File: src/rtl/cpu_exec_sequencer_if.sv
// Program-memory read bus between the execution sequencer (master) and a
// synchronous instruction memory (slave).
interface cpu_exec_sequencer_if #(
    parameter int PC_W = 8
);
    logic            imem_en;
    logic [PC_W-1:0] imem_addr;
    logic [31:0]     imem_rdata;

    modport master (output imem_en, output imem_addr, input imem_rdata);
    modport slave  (input imem_en, input imem_addr, output imem_rdata);
endinterface

File: src/rtl/cpu_exec_sequencer.sv
// Multi-cycle fetch/wait/decode/execute controller owning PC, IR, a 32x16 GPR
// file and SGPR; runs under a start/done handshake until HALT or illegal op.
module cpu_exec_sequencer #(
    parameter int          PC_W     = 8,
    parameter int unsigned START_PC = 0
) (
    input  logic                  clk,
    input  logic                  rst_n,
    input  logic                  start,
    cpu_exec_sequencer_if.master  imem,
    output logic                  busy,
    output logic                  done,
    output logic                  illegal,
    output logic [PC_W-1:0]       pc,
    output logic [15:0]           sgpr,
    input  logic [4:0]            dbg_addr,
    output logic [15:0]           dbg_data
);
    localparam logic [PC_W-1:0] START_PC_C = PC_W'(START_PC);

    localparam logic [4:0] OP_MOVSGPR = 5'b00000;
    localparam logic [4:0] OP_MOV     = 5'b00001;
    localparam logic [4:0] OP_ADD     = 5'b00010;
    localparam logic [4:0] OP_SUB     = 5'b00011;
    localparam logic [4:0] OP_MUL     = 5'b00100;
    localparam logic [4:0] OP_HALT    = 5'b11111;

    typedef enum logic [2:0] {
        S_IDLE   = 3'd0,
        S_FETCH  = 3'd1,
        S_WAIT   = 3'd2,
        S_DECODE = 3'd3,
        S_EXEC   = 3'd4,
        S_DONE   = 3'd5
    } state_t;

    state_t          state_r;
    logic [PC_W-1:0] pc_r;
    logic [31:0]     ir_r;
    logic [15:0]     gpr_r [32];
    logic [15:0]     sgpr_r;
    logic            imem_en_r;
    logic            busy_r;
    logic            done_r;
    logic            illegal_r;

    logic [4:0]      op_s;
    logic [4:0]      rdst_s;
    logic [15:0]     isrc_s;
    logic            imm_mode_s;
    logic [15:0]     op_a_s;
    logic [15:0]     op_b_s;
    logic [31:0]     prod_s;
    logic [15:0]     result_s;
    logic            exec_op_s;

    assign op_s       = ir_r[31:27];
    assign rdst_s     = ir_r[26:22];
    assign imm_mode_s = ir_r[16];
    assign isrc_s     = ir_r[15:0];

    // Operand fetch and result selection from the pre-writeback register state.
    always_comb begin
        op_a_s    = gpr_r[ir_r[21:17]];
        op_b_s    = imm_mode_s ? isrc_s : gpr_r[ir_r[15:11]];
        prod_s    = 32'(op_a_s) * 32'(op_b_s);
        result_s  = 16'h0000;
        exec_op_s = 1'b1;
        case (op_s)
            OP_MOVSGPR: result_s = sgpr_r;
            OP_MOV:     result_s = imm_mode_s ? isrc_s : op_a_s;
            OP_ADD:     result_s = op_a_s + op_b_s;
            OP_SUB:     result_s = op_a_s - op_b_s;
            OP_MUL:     result_s = prod_s[15:0];
            default:    exec_op_s = 1'b0;
        endcase
    end

    // Control FSM with architectural state and registered handshake outputs.
    always_ff @(posedge clk or negedge rst_n) begin
        if (!rst_n) begin
            state_r   <= S_IDLE;
            pc_r      <= START_PC_C;
            ir_r      <= 32'h0000_0000;
            sgpr_r    <= 16'h0000;
            imem_en_r <= 1'b0;
            busy_r    <= 1'b0;
            done_r    <= 1'b0;
            illegal_r <= 1'b0;
            for (int i = 0; i < 32; i++) begin
                gpr_r[i] <= 16'h0000;
            end
        end else begin
            imem_en_r <= 1'b0;
            case (state_r)
                S_IDLE, S_DONE: begin
                    if (start) begin
                        pc_r      <= START_PC_C;
                        illegal_r <= 1'b0;
                        done_r    <= 1'b0;
                        busy_r    <= 1'b1;
                        imem_en_r <= 1'b1;
                        state_r   <= S_FETCH;
                    end
                end
                S_FETCH: state_r <= S_WAIT;
                S_WAIT: begin
                    ir_r    <= imem.imem_rdata;
                    state_r <= S_DECODE;
                end
                S_DECODE: begin
                    if (op_s == OP_HALT) begin
                        busy_r  <= 1'b0;
                        done_r  <= 1'b1;
                        state_r <= S_DONE;
                    end else if (!exec_op_s) begin
                        illegal_r <= 1'b1;
                        busy_r    <= 1'b0;
                        done_r    <= 1'b1;
                        state_r   <= S_DONE;
                    end else begin
                        state_r <= S_EXEC;
                    end
                end
                S_EXEC: begin
                    gpr_r[rdst_s] <= result_s;
                    if (op_s == OP_MUL) begin
                        sgpr_r <= prod_s[31:16];
                    end
                    pc_r      <= pc_r + PC_W'(1);
                    imem_en_r <= 1'b1;
                    state_r   <= S_FETCH;
                end
                default: begin
                    busy_r  <= 1'b0;
                    done_r  <= 1'b0;
                    state_r <= S_IDLE;
                end
            endcase
        end
    end

    assign imem.imem_en   = imem_en_r;
    assign imem.imem_addr = pc_r;
    assign busy           = busy_r;
    assign done           = done_r;
    assign illegal        = illegal_r;
    assign pc             = pc_r;
    assign sgpr           = sgpr_r;
    assign dbg_data       = gpr_r[dbg_addr];

endmodule

File: src/flat_wrapper.sv
// flat-port wrapper written by rule: the top's interface ports become plain ports
module cpu_exec_sequencer_flat 
#(
    parameter int          PC_W     = 8,
    parameter int unsigned START_PC = 0
)
  (clk, rst_n, start, busy, done, illegal, pc, sgpr, dbg_addr, dbg_data, imem_imem_en, imem_imem_addr, imem_imem_rdata);
  cpu_exec_sequencer_if #(.PC_W(PC_W)) imem_i ();
  input  logic clk;
  input  logic rst_n;
  input  logic start;
  output logic busy;
  output logic done;
  output logic illegal;
  output logic [PC_W-1:0] pc;
  output logic [15:0] sgpr;
  input  logic [4:0] dbg_addr;
  output logic [15:0] dbg_data;
  output wire logic [$bits(imem_i.imem_en)-1:0] imem_imem_en;
  output wire logic [$bits(imem_i.imem_addr)-1:0] imem_imem_addr;
  input wire logic [$bits(imem_i.imem_rdata)-1:0] imem_imem_rdata;
  assign imem_imem_en = imem_i.imem_en;
  assign imem_imem_addr = imem_i.imem_addr;
  assign imem_i.imem_rdata = imem_imem_rdata;
  cpu_exec_sequencer #(.PC_W(PC_W), .START_PC(START_PC)) u_core (.clk(clk), .rst_n(rst_n), .start(start), .imem(imem_i), .busy(busy), .done(done), .illegal(illegal), .pc(pc), .sgpr(sgpr), .dbg_addr(dbg_addr), .dbg_data(dbg_data));
endmodule
File: config.mk
export PLATFORM = sky130hd
export DESIGN_NAME = cpu_exec_sequencer_flat
export DESIGN_NICKNAME = d
export VERILOG_FILES = /design/src/rtl/cpu_exec_sequencer_if.sv /design/src/rtl/cpu_exec_sequencer.sv /design/src/flat_wrapper.sv
export SDC_FILE = /design/constraint.sdc
export NUM_CORES = 2
export LEC_CHECK = 0
export CORE_ASPECT_RATIO = 0.5
export CORE_UTILIZATION = 55
export DETAILED_ROUTE_END_ITERATION = 10
export GPL_ROUTABILITY_DRIVEN = 0
export PLACE_DENSITY = 0.69
export SYNTH_ARGS = -nofsm -noshare
export SYNTH_HDL_FRONTEND = slang
export SYNTH_SLANG_ARGS = --single-unit
File: constraint.sdc
create_clock -name clk -period 15.75 [get_ports clk]
set_input_delay 4.725 -clock clk [delete_from_list [all_inputs] [get_ports clk]]
set_output_delay 4.725 -clock clk [all_outputs]
set_load 0.02 [all_outputs]
==> results.json <==
{
  "overflow": 0,
  "cts_buffer_depth": 3,
  "synth-xor-area-share_pct": 1.027,
  "synth_fa_ha_area_share_pct": 12.52,
  "yosysWarnings": 0,
  "min-delay-path-class": "flop to flop",
  "ys_types": 82,
  "netlist_area_mm2": 0.04336,
  "rr_endpoint": "u_core.sgpr[13]",
  "start_util_pct": 55.84,
  "wirelength_um": 137300,
  "synth-simple-area-share_pct": 11.07,
  "path_cells": "clkbuf_8, buf_4, mux4_2, mux4_2, mux2_2, clkdlybuf4s50_1",
  "postSynthAreaPerCell_um2": 10.83,
  "finalInstanceArea_mm2": 0.04678,
  "antenna_found_initial": 0,
  "clock_latency_ns": 0.66,
  "die_area_mm2": 0.08003,
  "slew_headroom_pct": 17.39,
  "cts_hold_buf": 0,
  "synth_top_family_by_area": "multiplexers",
  "grt.total_usage_pct": 35.12,
  "ioPinCount": 92,
  "synthCells": 4005,
  "cts-resized-gates": 0,
  "power_leakage_nw": 20.17,
  "fmax_mhz": 77.84,
  "worst_slew_pin_slew_ns": 1.236,
  "synth.most_common_cell": "dfrtp_1",
  "period_share_pct": 81.56,
  "r2r_slack_ns": 5.71,
  "cts_num_sinks": 575,
  "vdd_ir_drop_max_uv": 148.5,
  "reg2reg_from": "u_core.ir_r[11]",
  "tns_ns": 0,
  "drt_first_pass_iters": 7,
  "ctsHtreeMaxLevel": 2,
  "layout_min_cycle_time_ns": 12.85,
  "place_ws_ns": 2.832,
  "worstPathRequired_ns": 11.03,
  "rsz0062_at_grt": "no",
  "muxShareOfSynthArea_pct": 25.46,
  "clock_skew_ns": 0.02625,
  "finalSetupViolations": 0,
  "final_util_pct": 60.25,
  "die_y_um": 200.5,
  "drive_gt1_share_pct": 20.50,
  "drtAntennaViolNets": 0,
  "crit_type": "primary input to output port",
  "synth-seq-area-share_pct": 33.18,
  "max_cap_violations": 0,
  "dp.cells": 4885,
  "syn_nets": 4362,
  "fillers": 6206,
  "synth_top_area_cell": "dfrtp_1",
  "cp_max_fo": 84,
  "yosys.area.top_type_share_pct": 33.18,
  "cts_tree": "done",
  "dpl_cell_area_mm2": 0.04494,
  "final-max-slew-violation-count": 0,
  "rows": 72,
  "stdcell_count": 4985,
  "crit_end": "dbg_data[2]",
  "synth.area.top_cells": "dfrtp_1 33%, mux4_2 21%, fa_1 9.0%",
  "yosys-top-cells-count": "575 x dfrtp_1, 447 x nand2_1, 430 x nor2_1, 407 x mux4_2, 265 x a21oi_1",
  "synthFlopType": "dfrtp_1",
  "cts_made_buffers": 55,
  "dpl.hpwl_um": 90010,
  "r2r_cells": 26,
  "syn_to_final_growth_pct": 7.892,
  "synth.ff_latch_count": 575,
  "crit_top_cell": "mux4_2",
  "hold_viol": 0,
  "wl_per_cell_um": 27.54,
  "drc_errors": 0,
  "coreArea_mm2": 0.07765,
  "cts_root_buf": "clkbuf_16",
  "clk_pin_slew_ns": 0.06,
  "critPathMaxStageDelay_ns": 0.78,
  "outcome": "completed",
  "synth_compound_area_share_pct": 10.81,
  "post-cts-setup-buffers": 0,
  "drt_iter0_drc": 4511,
  "layout.nets": 4263,
  "grt_max_degree": 165,
  "port-buffer-count": 91,
  "endpoint_kind": "output port",
  "synth_edf_count": 0,
  "die_w_um": 399.1,
  "fin_ws_ns": 2.904,
  "worstPathArrival_ns": 8.12,
  "crit_path_start": "dbg_addr[0]",
  "viasPerCell": 6.813,
  "grt_pass1_wl_um": 210600,
  "power.density_mw_per_mm2": 178.2,
  "async_reset_ff_share_pct": 100.0,
  "grt_pass1_vias": 33983,
  "detailroute.via_count": 33961,
  "cp-start-kind": "primary input",
  "cpMaxStageDelayCell": "clkbuf_8"
}
==> critical path, delay by kind of cell <==
kind	cells	cell delay, ns
mux	3	1.39
buf+inv	3	1.92
==> metrics by stage <==
step	hold WS [ns]	total power, mW
4_1_cts	0.5113	8.240
6_report	0.5105	8.337
3_5_place_dp	0.4954	6.840
3_3_place_gp	0.4880	6.741
2_1_floorplan	0.4716	5.375
5_1_grt	0.5283	8.809
==> kinds of logic (layout without fill, tap and decap cells) <==
group           count (synthesis)  after routing
compound gates                786            786
xor+xnor                       50             50
fa+ha+maj                     317            317
buf+inv                       601            543
flops                         575            575
mux                           553            553
other cells                     0              2
simple gates                 1123           1123
==> registers in the layout (all words and copies together) (netlist names) <==
| name | flops |
|---|---|
| u_core.state_r | 3 |
| u_core.done | 1 |
| u_core.busy | 1 |
| u_core.imem.imem_en | 1 |
| u_core.sgpr | 16 |
| u_core.gpr_r | 512 |
| u_core.imem.imem_addr | 8 |
| u_core.illegal | 1 |
| u_core.ir_r | 32 |
==> cell type report <==
type / count / area (um^2) / area share, %
clock inverters: 24 / 275.3 / 0.5884
repair buffers: 182 / 1632 / 3.487
multi-input cells: 2829 / 26620 / 56.91
flip-flops and latches: 575 / 14410 / 30.79
inverters: 263 / 987.2 / 2.110
diodes: 2 / 5.005 / 0.01070
clock buffers: 74 / 1559 / 3.332
well taps: 1036 / 1296 / 2.771
==> layer usage <==
layer,routed length (um),global-route usage (%),vias up
li1,-,-,14133
met1,51640,48.17,17117
met5,0,0,-
met2,59940,50.91,2272
met3,18520,11.64,439
met4,7155,16.14,0
==> cell usage in the layout, fill, tap and decap left out, drive strengths merged, types with 7 or more instances in the layout <==
master / synthesis / routed
nor2: 430 / 430
ha: 122 / 122
a21o: 15 / 15
nand3: 48 / 48
mux4: 423 / 423
nor2b: 40 / 40
clkbuf: 238 / 75
nor3: 23 / 23
mux2: 113 / 113
nand2: 447 / 447
or2: 8 / 8
mux2i: 17 / 17
o31ai: 7 / 7
o211ai: 10 / 10
a221oi: 29 / 29
clkinv: 3 / 19
dfrtp: 575 / 575
clkdlybuf4s50: 0 / 86
a31oi: 75 / 75
a211oi: 9 / 9
and2: 23 / 23
xor2: 24 / 24
o2111ai: 7 / 7
or3: 7 / 7
a21oi: 282 / 282
xnor2: 26 / 26
buf: 100 / 95
nand2b: 39 / 39
and3: 29 / 29
inv: 260 / 261
a22oi: 30 / 30
fa: 195 / 195
o21ai: 274 / 274
==> worst min-delay path by stage <==
stage,from,end,slack [ns],cells after the start
6_report,u_core.imem.imem_addr[7],u_core.imem.imem_addr[7],0.51,1
5_1_grt,u_core.ir_r[7],u_core.ir_r[7],0.53,1
4_1_cts,u_core.ir_r[10],u_core.ir_r[10],0.51,1
3_5_place_dp,u_core.ir_r[10],u_core.ir_r[10],0.50,1
3_3_place_gp,u_core.ir_r[0],u_core.ir_r[0],0.49,1
2_1_floorplan,u_core.ir_r[0],u_core.ir_r[0],0.47,1
==> power by group <==
group	internal, mW	total (mW)	switching [mW]	leakage, nW
Combinational	1.86	4.81	2.95	11.4
Sequential	1.73	2.15	0.418	7.85
Clock	0.762	1.38	0.618	0.903
Total	4.35	8.34	3.98	20.2
Note: power is estimated with default switching activity, not from simulation.
